$ cat config.mk
export PLATFORM = sky130hd
export DESIGN_NAME = top
export DESIGN_NICKNAME = d
export VERILOG_FILES = /design/src/rtl/top.sv
export SDC_FILE = /design/constraint.sdc
export NUM_CORES = 1
export LEC_CHECK = 0
export ABC_AREA = 1
export BUFFER_PORTS_ARGS = -buffer_cell sky130_fd_sc_hd__buf_2
export CAP_MARGIN = 20
export CELL_PAD_IN_SITES_DETAIL_PLACEMENT = 0
export CELL_PAD_IN_SITES_GLOBAL_PLACEMENT = 2
export CORE_AREA = 5 5 124 79
export DETAILED_ROUTE_END_ITERATION = 12
export DIE_AREA = 0 0 129 84
export PLACE_DENSITY = 0.85
export SLEW_MARGIN = 20
export SYNTH_ARGS = -nofsm -noshare
export SYNTH_HDL_FRONTEND = slang
export SYNTH_SLANG_ARGS = --single-unit
$ cat constraint.sdc
create_clock -name clk -period 3.8 [get_ports clk]
set_input_delay 0.57 -clock clk [delete_from_list [all_inputs] [get_ports clk]]
set_output_delay 0.57 -clock clk [all_outputs]
set_load 0.05 [all_outputs]
$ cat src/rtl/top.sv
// Switch-controlled PWM generator with saturating duty percent,
// free-running period counter and three-digit 7-segment readout.
module top #(
  parameter int STEP   = 10,
  parameter int PERIOD = 100
) (
  input  logic        clk,
  input  logic        rst,
  input  logic [17:0] SW,
  output logic [6:0]  HEX0,
  output logic [6:0]  HEX1,
  output logic [6:0]  HEX2,
  output logic        pwm_out
);

  localparam int CW =
    ($clog2(PERIOD) > 7 ? $clog2(PERIOD) : 7) + 1;
  localparam logic [7:0] STEP_W = 8'(STEP);
  localparam logic [6:0] BLANK  = 7'h7f;

  logic [2:0]    sync1_q, sync1_d;
  logic [2:0]    sync2_q, sync2_d;
  logic [2:0]    prev_q, prev_d;
  logic [1:0]    warm_q, warm_d;
  logic [2:1]    arm_q, arm_d;
  logic [6:0]    duty_q, duty_d;
  logic [CW-1:0] cnt_q, cnt_d;
  logic          pwm_q, pwm_d;

  logic       en, inc, dec;
  logic [7:0] up, dn;
  logic [6:0] hund, tens, ones;
  logic       unused_sw;

  assign unused_sw = ^SW[17:3];

  function automatic logic [6:0] seg(input logic [3:0] d);
    logic [6:0] s;
    case (d)
      4'd0:    s = 7'b1000000;
      4'd1:    s = 7'b1111001;
      4'd2:    s = 7'b0100100;
      4'd3:    s = 7'b0110000;
      4'd4:    s = 7'b0011001;
      4'd5:    s = 7'b0010010;
      4'd6:    s = 7'b0000010;
      4'd7:    s = 7'b1111000;
      4'd8:    s = 7'b0000000;
      4'd9:    s = 7'b0010000;
      default: s = BLANK;
    endcase
    return s;
  endfunction

  always_comb begin
    sync1_d = SW[2:0];
    sync2_d = sync1_q;
    prev_d  = sync2_q;
    warm_d  = {warm_q[0], 1'b1};
    // A button only arms once it has been seen low after reset
    arm_d   = arm_q | ({2{warm_q[1]}} & ~sync2_q[2:1]);

    en  = sync2_q[0];
    inc = arm_q[1] & sync2_q[1] & ~prev_q[1];
    dec = arm_q[2] & sync2_q[2] & ~prev_q[2];

    up = {1'b0, duty_q} + STEP_W;
    dn = {1'b0, duty_q} - STEP_W;

    duty_d = duty_q;
    if (en && inc && !dec)
      duty_d = (up > 8'd100) ? 7'd100 : up[6:0];
    else if (en && dec && !inc)
      duty_d = ({1'b0, duty_q} < STEP_W) ? 7'd0 : dn[6:0];

    cnt_d = (cnt_q == CW'(PERIOD - 1)) ? '0
                                       : cnt_q + CW'(1);
    pwm_d = en && (cnt_q < CW'(duty_q));
  end

  always_ff @(posedge clk) begin
    if (rst) begin
      sync1_q <= '0;
      sync2_q <= '0;
      prev_q  <= '0;
      warm_q  <= '0;
      arm_q   <= '0;
      duty_q  <= '0;
      cnt_q   <= '0;
      pwm_q   <= 1'b0;
    end else begin
      sync1_q <= sync1_d;
      sync2_q <= sync2_d;
      prev_q  <= prev_d;
      warm_q  <= warm_d;
      arm_q   <= arm_d;
      duty_q  <= duty_d;
      cnt_q   <= cnt_d;
      pwm_q   <= pwm_d;
    end
  end

  always_comb begin
    hund = duty_q / 7'd100;
    tens = (duty_q / 7'd10) % 7'd10;
    ones = duty_q % 7'd10;
    HEX2 = en ? seg(hund[3:0]) : BLANK;
    HEX1 = en ? seg(tens[3:0]) : BLANK;
    HEX0 = en ? seg(ones[3:0]) : BLANK;
  end

  assign pwm_out = pwm_q;

endmodule

==> results of run 1 <==
==> worst max-delay path by stage <==
stage | start | endpoint | cells after the start
CTS | duty_q[1] | HEX1[3] | 28
global placement | duty_q[1] | HEX1[3] | 27
floorplan | duty_q[1] | HEX0[2] | 23
finish | duty_q[5] | HEX1[3] | 25
detailed placement | duty_q[1] | HEX1[3] | 27
global route | duty_q[1] | HEX0[0] | 25
==> placed cells by master (no fill, tap or decap), drive strengths merged, types with 4 or more instances in the layout <==
cell / netlist / routed
inv: 62 / 62
a21oi: 13 / 13
nor3: 9 / 9
nor2: 31 / 31
a31oi: 4 / 4
ha: 19 / 19
nand2: 76 / 76
nand3: 40 / 40
dfxtp: 27 / 27
buf: 7 / 55
xor2: 8 / 8
o21ai: 18 / 18
==> cell families after synthesis <==
logic type / Yosys count / synth area share
buf+inv: 73 / 0.127
simple gates: 163 / 0.371
other cells: 1 / 0.00162
compound gates: 46 / 0.125
fa+ha+maj: 19 / 0.102
flops: 27 / 0.233
xor+xnor: 9 / 0.0405
==> power breakdown <==
| part | switching [mW] | total, mW | internal, mW |
|---|---|---|---|
| clock network | 0.103 | 0.246 | 0.143 |
| logic | 0.0731 | 0.112 | 0.0391 |
| registers | 0.00487 | 0.297 | 0.292 |
==> cell usage after synthesis (2+ instances only) <==
cell type,count
nand2_4,8
xor2_2,2
buf_4,5
nand2_1,54
nand3_1,31
nor2_1,28
a31oi_1,4
inv_1,54
xor2_1,6
a221oi_1,3
nand4_1,2
o21ai_0,11
inv_2,8
nor2_2,2
a21oi_1,11
o21ai_1,4
nand3_2,8
clkbuf_1,4
or2_2,2
o21ai_2,3
ha_1,19
dfxtp_1,27
nand2_2,14
a21oi_2,2
nand3b_1,2
nor3_1,8
buf_2,2
==> what timing repair did <==
item                                    in CTS  in global routing
resized for setup                           53                 73
buffers inserted                             3                  4
endpoints found under the setup margin      14                 14
pin swaps                                   13                 28
==> final cells by class <==
type	instances	area (sq um)	area share
clock buffer	3	75.1	0.0228
multi-input combinational	238	1790	0.545
clock inverter	1	7.51	0.00228
inverter	62	248	0.0753
tap	116	145	0.0441
timing repair buffer	55	475	0.144
sequential	27	547	0.166
==> critical path, stage by stage (launching register included) <==
cell and delay, ns:
dfxtp_2 0.44, nor2_2 0.07, nor2_4 0.19, inv_2 0.08
nand2_2 0.10, nand3_2 0.08, nand2_2 0.08, nand2_4 0.07
nand2_4 0.08, nand2_2 0.06, nand2_4 0.07, inv_2 0.05
o21ai_2 0.14, nand2_4 0.08, buf_6 0.12, nand2_1 0.06
nand2_2 0.07, nand2_4 0.09, nand3_4 0.08, nand3_4 0.09
nand2_4 0.08, ha_4 0.21, nand3b_1 0.19, nand3_1 0.11
nand3_2 0.08, buf_8 0.16
==> state kept, by name (all words and copies together), names as in the netlist <==
signal   flops
arm_q        2
cnt_q        8
duty_q       6
prev_d       3
prev_q       2
pwm_out      1
sync1_q      3
warm_q       2
==> through the flow <==
stage,worst slack [ns],TNS [ns]
final,0.0170,0
after global routing,-0.205,-2.12
after CTS,-0.0132,-0.0132
after detailed placement,-0.0157,-0.0216
after global placement,-0.0253,-0.0432
after floorplan,-0.0240,-0.0480
==> routing by layer <==
layer / track usage / vias to the layer above / wire, um
met5: 0 / - / 0
met4: 0.0143 / 0 / 19
met3: 0.0224 / 2 / 219
met2: 0.157 / 30 / 2500
met1: 0.165 / 1048 / 3130
li1: - / 1178 / -
==> results.ini, run 1 <==
[yosys]
synthesis.nets=377
yosys-top-cells-area=dfxtp_1 (23%), ha_1 (10%), inv_1 (8.7%)
synthArstFlopShare=0
ys.flop_type=dfxtp_1
synth_warnings=0
yosysSeqAreaShare=0.233
synth_top_area_share=0.233
synth_area_sq_um=2320
yosysUniqueCellTypes=41
yosys.area.top_type=dfxtp_1
syn_inst=338
synth_edf_count=0
synthesis.area_per_instance_sq_um=6.86
synth-seq-cells=27

[layout]
drive_gt1_frac=0.435
finalNonFillerCells=502
area_delta_synth_final_pct=41.9
fillers=902
num-nets-final=426
antenna_cells=0
final_util=0.378
design_area_sq_um=3290

[timing]
hold_viol=0
finalHoldWorstSlack_ns=0.403
worst_slew_pin_slew_ns=0.663
clock-skew-final_ns=0.00571
max_freq_mhz=264
period_share=0.996
period_minus_slack_ns=3.78
rsz0062_at_grt=yes
relSlewSlack=0.555
maxSlewViolCount=0
setup_viol=0

[cts]
htreeDepth=1
clk_latency_ns=0.26
cts_tree=done
cts.reportedPaths.clkPinSlew_ns=0.07
cts_made_buffers=3
clockBufferDepth=2
root_buffer=clkbuf_16
cts_hold_buf=0
cts_sinks=27

[place]
portBuffers=25
dpl_cell_area_sq_um=2700
dp_hpwl_um=4370
dp_cells=491
routabilityCongestion=0.839

[floorplanning]
ioPinCount=42
core_sq_um=8720
dieArea_sq_um=10800
start_util=0.266
die_w_um=129
fp.dieH_um=84
placementRows=27

[pwr]
p_leak_nw=1.52
p_per_area_nw_per_um2=199
ir_drop_uv=175
p_total_mw=0.655

[detailed_routing]
wl_per_cell_um=11.7
drtPass1Iterations=4
drt-total-wl_um=5870
vias_per_cell=4.50
drt-initial-drc-count=120
postRouteAntennaNets=0
drc=0
vias=2258

[setup_path]
endpoint_kind=output port
reg2reg_to=duty_q[6]
rrSetupSlack_ns=1.46
arrival_ns=3.21
crit_required_ns=3.23
criticalPathCategory=register to output port
crit_path_max_fanout=8
cp-start-kind=register
regToRegStartpoint=duty_q[4]
ff2ff_path_depth=14

[hold_path]
hold_path.class=register to register
min-delay-start=sync1_q[2]
holdPathStages=2
hold_end=prev_d[2]

[grt]
grt_max_degree=17
grt_first_pass_wirelength_um=9800
overflow=0
antenna_found_initial=0
grt_pass1_vias=2095
grtUsageTotal=0.108

[flow_run]
cap_violations=0

[outcome]
status=finished clean

Power figures use the tool's default switching activity.
==> inputs of run 2 (changes only) <==
--- a/config.mk
+++ b/config.mk
@@ -10,10 +10,10 @@
 export CAP_MARGIN = 20
 export CELL_PAD_IN_SITES_DETAIL_PLACEMENT = 0
 export CELL_PAD_IN_SITES_GLOBAL_PLACEMENT = 2
-export CORE_AREA = 5 5 124 79
+export CORE_AREA = 5 5 98 100
 export DETAILED_ROUTE_END_ITERATION = 12
-export DIE_AREA = 0 0 129 84
-export PLACE_DENSITY = 0.85
+export DIE_AREA = 0 0 103 105
+export PLACE_DENSITY = 0.84
 export SLEW_MARGIN = 20
 export SYNTH_ARGS = -nofsm -noshare
 export SYNTH_HDL_FRONTEND = slang
==> constraint.sdc (replaced) <==
create_clock -name clk -period 3.2 [get_ports clk]
set_input_delay 0.48 -clock clk [delete_from_list [all_inputs] [get_ports clk]]
set_output_delay 0.48 -clock clk [all_outputs]
set_load 0.05 [all_outputs]
==> run 2 against run 1 <==
The flow now finishes with violations (negative setup slack); clock-buffer cell count is the same; via count grew 1.3%; setup slack lost 0.49 ns; cell count grew 3.4%; final area grew 8.7%; routed wire length shrank 1.4%; sequential cell count is the same; die area shrank 0.19%; combinational power grew 26%; register-to-register slack lost 0.57 ns; first-iteration DRC count shrank 65%; clock power shrank 20%; critical path type unchanged; critical endpoint is now HEX1[1]; largest cell class unchanged.
==> results.ini, run 2 (synthesis gave the netlist of run 1 again) <==
[pwr]
p_per_area_nw_per_um2=193  ; -3.2%
p_leak_nw=1.61  ; +6.4%
ir_drop_uv=284  ; +63%
p_total_mw=0.689  ; +5.2%

[grt]
antenna_found_initial=0  ; unchanged
grt_max_degree=17  ; unchanged
grt_pass1_vias=2226  ; +6.3%
overflow=0  ; unchanged
grt_first_pass_wirelength_um=10000  ; +2.4%
grtUsageTotal=0.110  ; +0.00185

[flow_run]
cap_violations=0  ; unchanged

[detailed_routing]
vias=2288  ; +1.3%
vias_per_cell=4.41  ; -2.0%
drt-initial-drc-count=42  ; -65%
postRouteAntennaNets=0  ; unchanged
drc=0  ; unchanged
drtPass1Iterations=4  ; unchanged
drt-total-wl_um=5790  ; -1.4%
wl_per_cell_um=11.1  ; -4.6%

[setup_path]
arrival_ns=3.19  ; -0.02 ns
cp-start-kind=register
rrSetupSlack_ns=0.89  ; -0.57 ns
regToRegStartpoint=duty_q[1]
reg2reg_to=duty_q[6]
critPathBufInv=7  ; +3
crit_path_max_fanout=5  ; -3
crit_required_ns=2.72  ; -0.51 ns
crit_top_cell=nand2_4
critPathMaxStageDelay_ns=0.39  ; -0.05 ns
ff2ff_path_depth=14  ; unchanged
crit_family=simple AND/OR/NAND/NOR gates
slowest_stage=dfxtp_4
criticalPathCategory=register to output port
path_depth=28  ; +12%
endpoint_kind=output port

[cts]
cts_hold_buf=0  ; unchanged
cts_tree=done
cts.reportedPaths.clkPinSlew_ns=0.10  ; +0.03 ns
cts_made_buffers=3  ; unchanged
htreeDepth=1  ; unchanged
cts_sinks=27  ; unchanged
root_buffer=clkbuf_8
clk_latency_ns=0.27  ; about the same
clockBufferDepth=2  ; unchanged

[timing]
rsz0062_at_grt=yes
hold_viol=0  ; unchanged
period_share=1.15
max_freq_mhz=272
setup_tns_ns=-5.82  ; -5.82 ns
clock-skew-final_ns=0.00713  ; +0.00142 ns
setup_slack_ns=-0.470  ; -0.487 ns
period_minus_slack_ns=3.67
maxSlewViolCount=0  ; unchanged
setup_viol=14  ; +14

[layout]
largest_register_ff_count=8  ; unchanged
area_delta_synth_final_pct=54.2
design_area_sq_um=3580  ; +8.7%
final_common_cell=buf_4
drive_gt1_frac=0.482  ; +0.0465
multi_input_area_sq_um=1910  ; +6.7%
reg_top3=cnt_q: 8 flops, duty_q: 6 flops
regArea_sq_um=547  ; unchanged
top_register=cnt_q
num-nets-final=451  ; +5.9%
fillers=886  ; -1.8%
antenna_cells=0  ; unchanged
final_util=0.416  ; +0.0386
mostFrequentLayoutCells=buf_4 (51), nand2_1 (44), inv_1 (42), nor2_1 (27), dfxtp_1 (24)

[floorplanning]
fp.dieH_um=105  ; +25%
core_sq_um=8590  ; -1.4%
dieArea_sq_um=10800  ; -0.19%
placementRows=34  ; +26%
die_w_um=103  ; -20%
start_util=0.270  ; +0.00380
ioPinCount=42  ; unchanged

[place]
dpl_cell_area_sq_um=3010  ; +11%
routabilityCongestion=0.826  ; -1.6%
dp_hpwl_um=4430  ; +1.4%
portBuffers=25  ; unchanged
post-place-ws_ns=-0.290  ; -0.274 ns

[hold_path]
hold_end=sync1_q[2]
min-delay-start=SW[2]
holdPathStages=3  ; +1
hold_path.class=input port to register

[outcome]
status=finished, violations left
failed_checks=negative setup slack

-- run 2: changes by cell type in the layout (fill, tap and decap cells not counted), sizes merged --
cell  change
buf      +25
-- run 2: layout make-up --
type / instances / share of cell area
Sequential cell: 27 / 0.153
Timing Repair Buffer: 80 / 0.190
Clock inverter: 1 / 0.00210
Multi-Input combinational cell: 238 / 0.535
Inverter: 62 / 0.0707
Clock buffer: 3 / 0.0115
Tap cell: 108 / 0.0378
-- run 2: worst max-delay path by stage --
| stage | startpoint | to | slack, ns |
|---|---|---|---|
| global route | duty_q[1] | HEX1[3] | -0.66 |
| finish | duty_q[1] | HEX1[1] | -0.47 |
| detailed placement | duty_q[1] | HEX1[3] | -0.29 |
| CTS | duty_q[1] | HEX1[1] | -0.45 |
| floorplan | duty_q[1] | HEX1[3] | -0.06 |
| global placement | duty_q[1] | HEX1[0] | -0.27 |
-- run 2: stage by stage --
step | hold slack [ns] | std cells
2_1_floorplan | 0.388 | 338
5_1_grt | 0.392 | 519
3_5_place_dp | 0.396 | 507
6_report | 0.398 | 519
4_1_cts | 0.393 | 517
3_3_place_gp | 0.392 | 507
-- run 2: worst reg2reg max path: stages (launching register included) --
cell,delay [ns]
dfxtp_4,0.39
buf_4,0.16
a21oi_1,0.09
or2_2,0.31
o21ai_0,0.14
o21ai_0,0.10
inv_1,0.07
nand2_1,0.05
inv_1,0.07
nand2_1,0.05
o31ai_1,0.06
inv_1,0.08
a31oi_1,0.28
o21ai_0,0.13
a221oi_1,0.24
-- run 2: per-layer routing --
| metal | part of all wire | global-route usage | vias to the layer above |
|---|---|---|---|
| li1 | - | - | 1229 |
| met1 | 0.45 | 0.138 | 1035 |
| met2 | 0.52 | 0.203 | 22 |
| met3 | 0.020 | 0.00799 | 2 |
| met4 | 0.0033 | 0.0204 | 0 |
| met5 | 0 | 0 | - |
-- run 2: power breakdown --
part           internal (mW)  switching (mW)  total, mW
Clock                 0.0884           0.107      0.196
Combinational         0.0522          0.0892      0.141
Sequential             0.346         0.00581      0.352
Total                  0.487           0.203      0.689
-- run 2: what timing repair did --
action / 4_1_cts / 5_1_grt
hold endpoints to repair: 0 / 0
resized for setup: 92 / 14
setup endpoints to repair: 14 / 14
setup buffers: 7 / 2
pin swaps: 29 / 3
==> inputs of run 3 (changes only) <==
--- a/config.mk
+++ b/config.mk
@@ -5,14 +5,13 @@
 export SDC_FILE = /design/constraint.sdc
 export NUM_CORES = 1
 export LEC_CHECK = 0
-export ABC_AREA = 1
 export BUFFER_PORTS_ARGS = -buffer_cell sky130_fd_sc_hd__buf_2
 export CAP_MARGIN = 20
 export CELL_PAD_IN_SITES_DETAIL_PLACEMENT = 0
 export CELL_PAD_IN_SITES_GLOBAL_PLACEMENT = 2
-export CORE_AREA = 5 5 98 100
+export CORE_AREA = 5 5 102 104
 export DETAILED_ROUTE_END_ITERATION = 12
-export DIE_AREA = 0 0 103 105
+export DIE_AREA = 0 0 107 109
 export PLACE_DENSITY = 0.84
 export SLEW_MARGIN = 20
 export SYNTH_ARGS = -nofsm -noshare
==> run 3 against run 2 <==
The run still ends with negative setup slack left; combinational power decreased by 16%; sequential cell count is the same; highest routed layer unchanged; critical path type unchanged; area after synthesis is 15% higher.
==> results.ini, run 3 <==
[outcome]
status=finished, violations left
failed_checks=negative setup slack

[setup_path]
endpoint_kind=output port
crit_top_cell=ha_4
crit_path_max_fanout=8  ; +3
worstPathCellList=inv_8, ha_4, and2b_2, buf_6, a211oi_2, nor4_1, buf_4, nor2_4, ha_4, o21ai_1, and3_4, nor3_4, a311o_1, nand2_4, ha_4, or2_4, a21oi_4, o21ai_4, buf_6
cp-start-kind=register
arrival_ns=3.57  ; +0.38 ns
criticalPathCategory=register to output port
slowest_stage=dfxtp_4
critPathMaxStageDelay_ns=0.37  ; -0.02 ns
crit_required_ns=2.72  ; about the same

[yosys]
synthMuxAreaShare=0.0268  ; +0.0268
yosys-top-cells-area=dfxtp_1 (20%), ha_1 (8.9%), nor2_1 (5.9%)
yosys.area.top_type=dfxtp_1
syn_inst=365  ; +8.0%
synth_warnings=0  ; unchanged
synth-seq-cells=27  ; unchanged
synthesis.area_per_instance_sq_um=7.29  ; +6.2%
synthAdderAreaFrac=0.0893  ; -0.0132
synth.most_common_cell=nor2_1
synth_xor_area_frac=0.0395  ; -0.000961
ys.flop_type=dfxtp_1
synth_edf_count=0  ; unchanged
synth-simple-area-share=0.278  ; -0.0922
yosysUniqueCellTypes=70  ; +71%
synth-compound-area-share=0.277  ; +0.153
synthArstFlopShare=0  ; unchanged
synthTopCellsByCount=nor2_1 (42), nand2_1 (36), dfxtp_1 (27)
synth_area_sq_um=2660  ; +15%
yosysSeqAreaShare=0.203  ; -0.0299
synth_top_area_share=0.203  ; -0.0299
synth_top_family_by_area=simple AND/OR/NAND/NOR gates
synthesis.nets=404  ; +7.2%

[layout]
reg_top3=cnt_q: 8 flops, duty_q: 6 flops
mostFrequentLayoutCells=buf_4 (85), nor2_1 (35), nand2_1 (32), dfxtp_1 (24), buf_6 (24)
antenna_cells=0  ; unchanged
num-nets-final=503  ; +12%
final_util=0.468  ; +0.0513
area_delta_synth_final_pct=66.2
final_common_cell=buf_4
drive_gt1_frac=0.469  ; -0.0131
top_register=cnt_q
largest_register_ff_count=8  ; unchanged

[floorplanning]
core_sq_um=9460  ; +10%
fp.dieH_um=109  ; +3.8%
die_w_um=107  ; +3.9%
start_util=0.281  ; +0.0114
dieArea_sq_um=11700  ; +7.8%
placementRows=36  ; +5.9%
ioPinCount=42  ; unchanged

[place]
portBuffers=25  ; unchanged
routabilityCongestion=0.870  ; +5.4%
dp_hpwl_um=6410  ; +45%

[detailed_routing]
drt-initial-drc-count=101  ; +140%
postRouteAntennaNets=0  ; unchanged
vias=3043  ; +33%
wl_per_cell_um=15.7  ; +41%
drtPass1Iterations=4  ; unchanged
drc=0  ; unchanged
vias_per_cell=5.27  ; +20%
drt-total-wl_um=9040  ; +56%

[pwr]
p_leak_nw=1.70  ; +5.4%
p_per_area_nw_per_um2=151  ; -22%
ir_drop_uv=205  ; -28%
p_total_mw=0.668  ; -3.1%

[grt]
grt_max_degree=22  ; +5
antenna_found_initial=0  ; unchanged
grtUsageTotal=0.146  ; +0.0361
grt_pass1_vias=2952  ; +33%
grt_first_pass_wirelength_um=14200  ; +41%
overflow=0  ; unchanged

[cts]
cts_hold_buf=0  ; unchanged
cts.reportedPaths.clkPinSlew_ns=0.09  ; about the same
cts_tree=done
clk_latency_ns=0.28  ; about the same
cts_sinks=27  ; unchanged
clockBufferDepth=2  ; unchanged
htreeDepth=1  ; unchanged
root_buffer=clkbuf_8
cts_made_buffers=3  ; unchanged

[timing]
setup_slack_ns=-0.848  ; -0.378 ns
setup_viol=14  ; unchanged
worst_slew_pin_slew_ns=0.698
maxSlewViolCount=0  ; unchanged
hold_viol=0  ; unchanged
period_share=1.27  ; +0.118
rsz0062_at_grt=yes
setup_tns_ns=-10.45  ; -4.63 ns
period_minus_slack_ns=4.05  ; +0.378 ns
max_freq_mhz=247  ; -9.3%
clock-skew-final_ns=0.00147  ; -0.00566 ns
relSlewSlack=0.530

[flow_run]
cap_violations=0  ; unchanged

[hold_path]
hold_path.class=input port to register

==> run 3: cell count changes after synthesis, sizes merged, moves of 8 or more <==
cell	before	now
nand3	40	8
nand2	76	36
inv	62	19
nor2b	0	14
buf	7	19
xnor2	1	9
nor2	31	42
nand2b	0	9
==> run 3: routing by layer <==
metal / vias to the layer above / global-route usage / part of all wire / wire length [um]
met5: - / 0 / 0 / 0
met4: 0 / 0.0384 / 0.010 / 91
met3: 9 / 0.0154 / 0.028 / 252
met2: 58 / 0.261 / 0.51 / 4580
met1: 1463 / 0.188 / 0.46 / 4120
li1: 1513 / - / - / -
==> run 3: repair_timing <==
action	in CTS	in global routing
setup endpoints to repair	14	14
gates resized for setup	54	49
cloned	0	1
pin swaps	21	23
setup buffers	10	15
==> run 3: worst max-delay path, delay by kind of cell, from the launching register on <==
family	cells	cell delay, ns
simple gates	7	1.19
buf+inv	4	0.53
compound gates	5	0.71
flops	1	0.37
fa+ha+maj	3	0.47
==> run 3: power breakdown <==
part | internal (mW) | total, mW | switching (mW)
registers | 0.345 | 0.353 | 0.00805
clock network | 0.0895 | 0.196 | 0.106
logic | 0.0446 | 0.119 | 0.0743
total | 0.479 | 0.668 | 0.189
==> run 3: kinds of logic after synthesis <==
| family | count (synthesis) |
|---|---|
| and+or+nand+nor | 146 |
| AOI/OAI and AO/OA | 104 |
| adders and majority gates | 19 |
| muxes | 7 |
| buffers and inverters | 49 |
| other | 1 |
| DFF | 27 |
| xor gates and xnor gates | 12 |
==> run 3: path summary, 6_finish.rpt <==
kind / end / slack (ns) / depth (start not counted) / startpoint
max: HEX1[5] / -0.85 / 19 / duty_q[1]
min: sync1_q[2] / 0.41 / 2 / SW[2]
max reg2reg: duty_q[4] / 0.60 / 12 / duty_q[1]
min reg2reg: prev_d[0] / 0.44 / 1 / sync1_q[0]
==> run 3: through the flow <==
step | hold WS (ns) | instance area [sq um] | instances | worst slack, ns
floorplan | 0.414 | 3050 | 365 | -0.914
global placement | 0.418 | 3710 | 548 | -0.691
detailed placement | 0.420 | 3710 | 548 | -0.799
CTS | 0.405 | 4060 | 562 | -0.892
global route | 0.438 | 4420 | 577 | -0.959
finish | 0.413 | 4420 | 577 | -0.848
==> run 3: final cells by class <==
| class | instances | area [sq um] |
|---|---|---|
| Inverter | 19 | 88.8 |
| Multi-Input combinational cell | 289 | 2550 |
| Sequential cell | 27 | 549 |
| Clock buffer | 4 | 45.0 |
| Tap cell | 114 | 143 |
| Fill cell | 867 | 5040 |
| Timing Repair Buffer | 124 | 1050 |
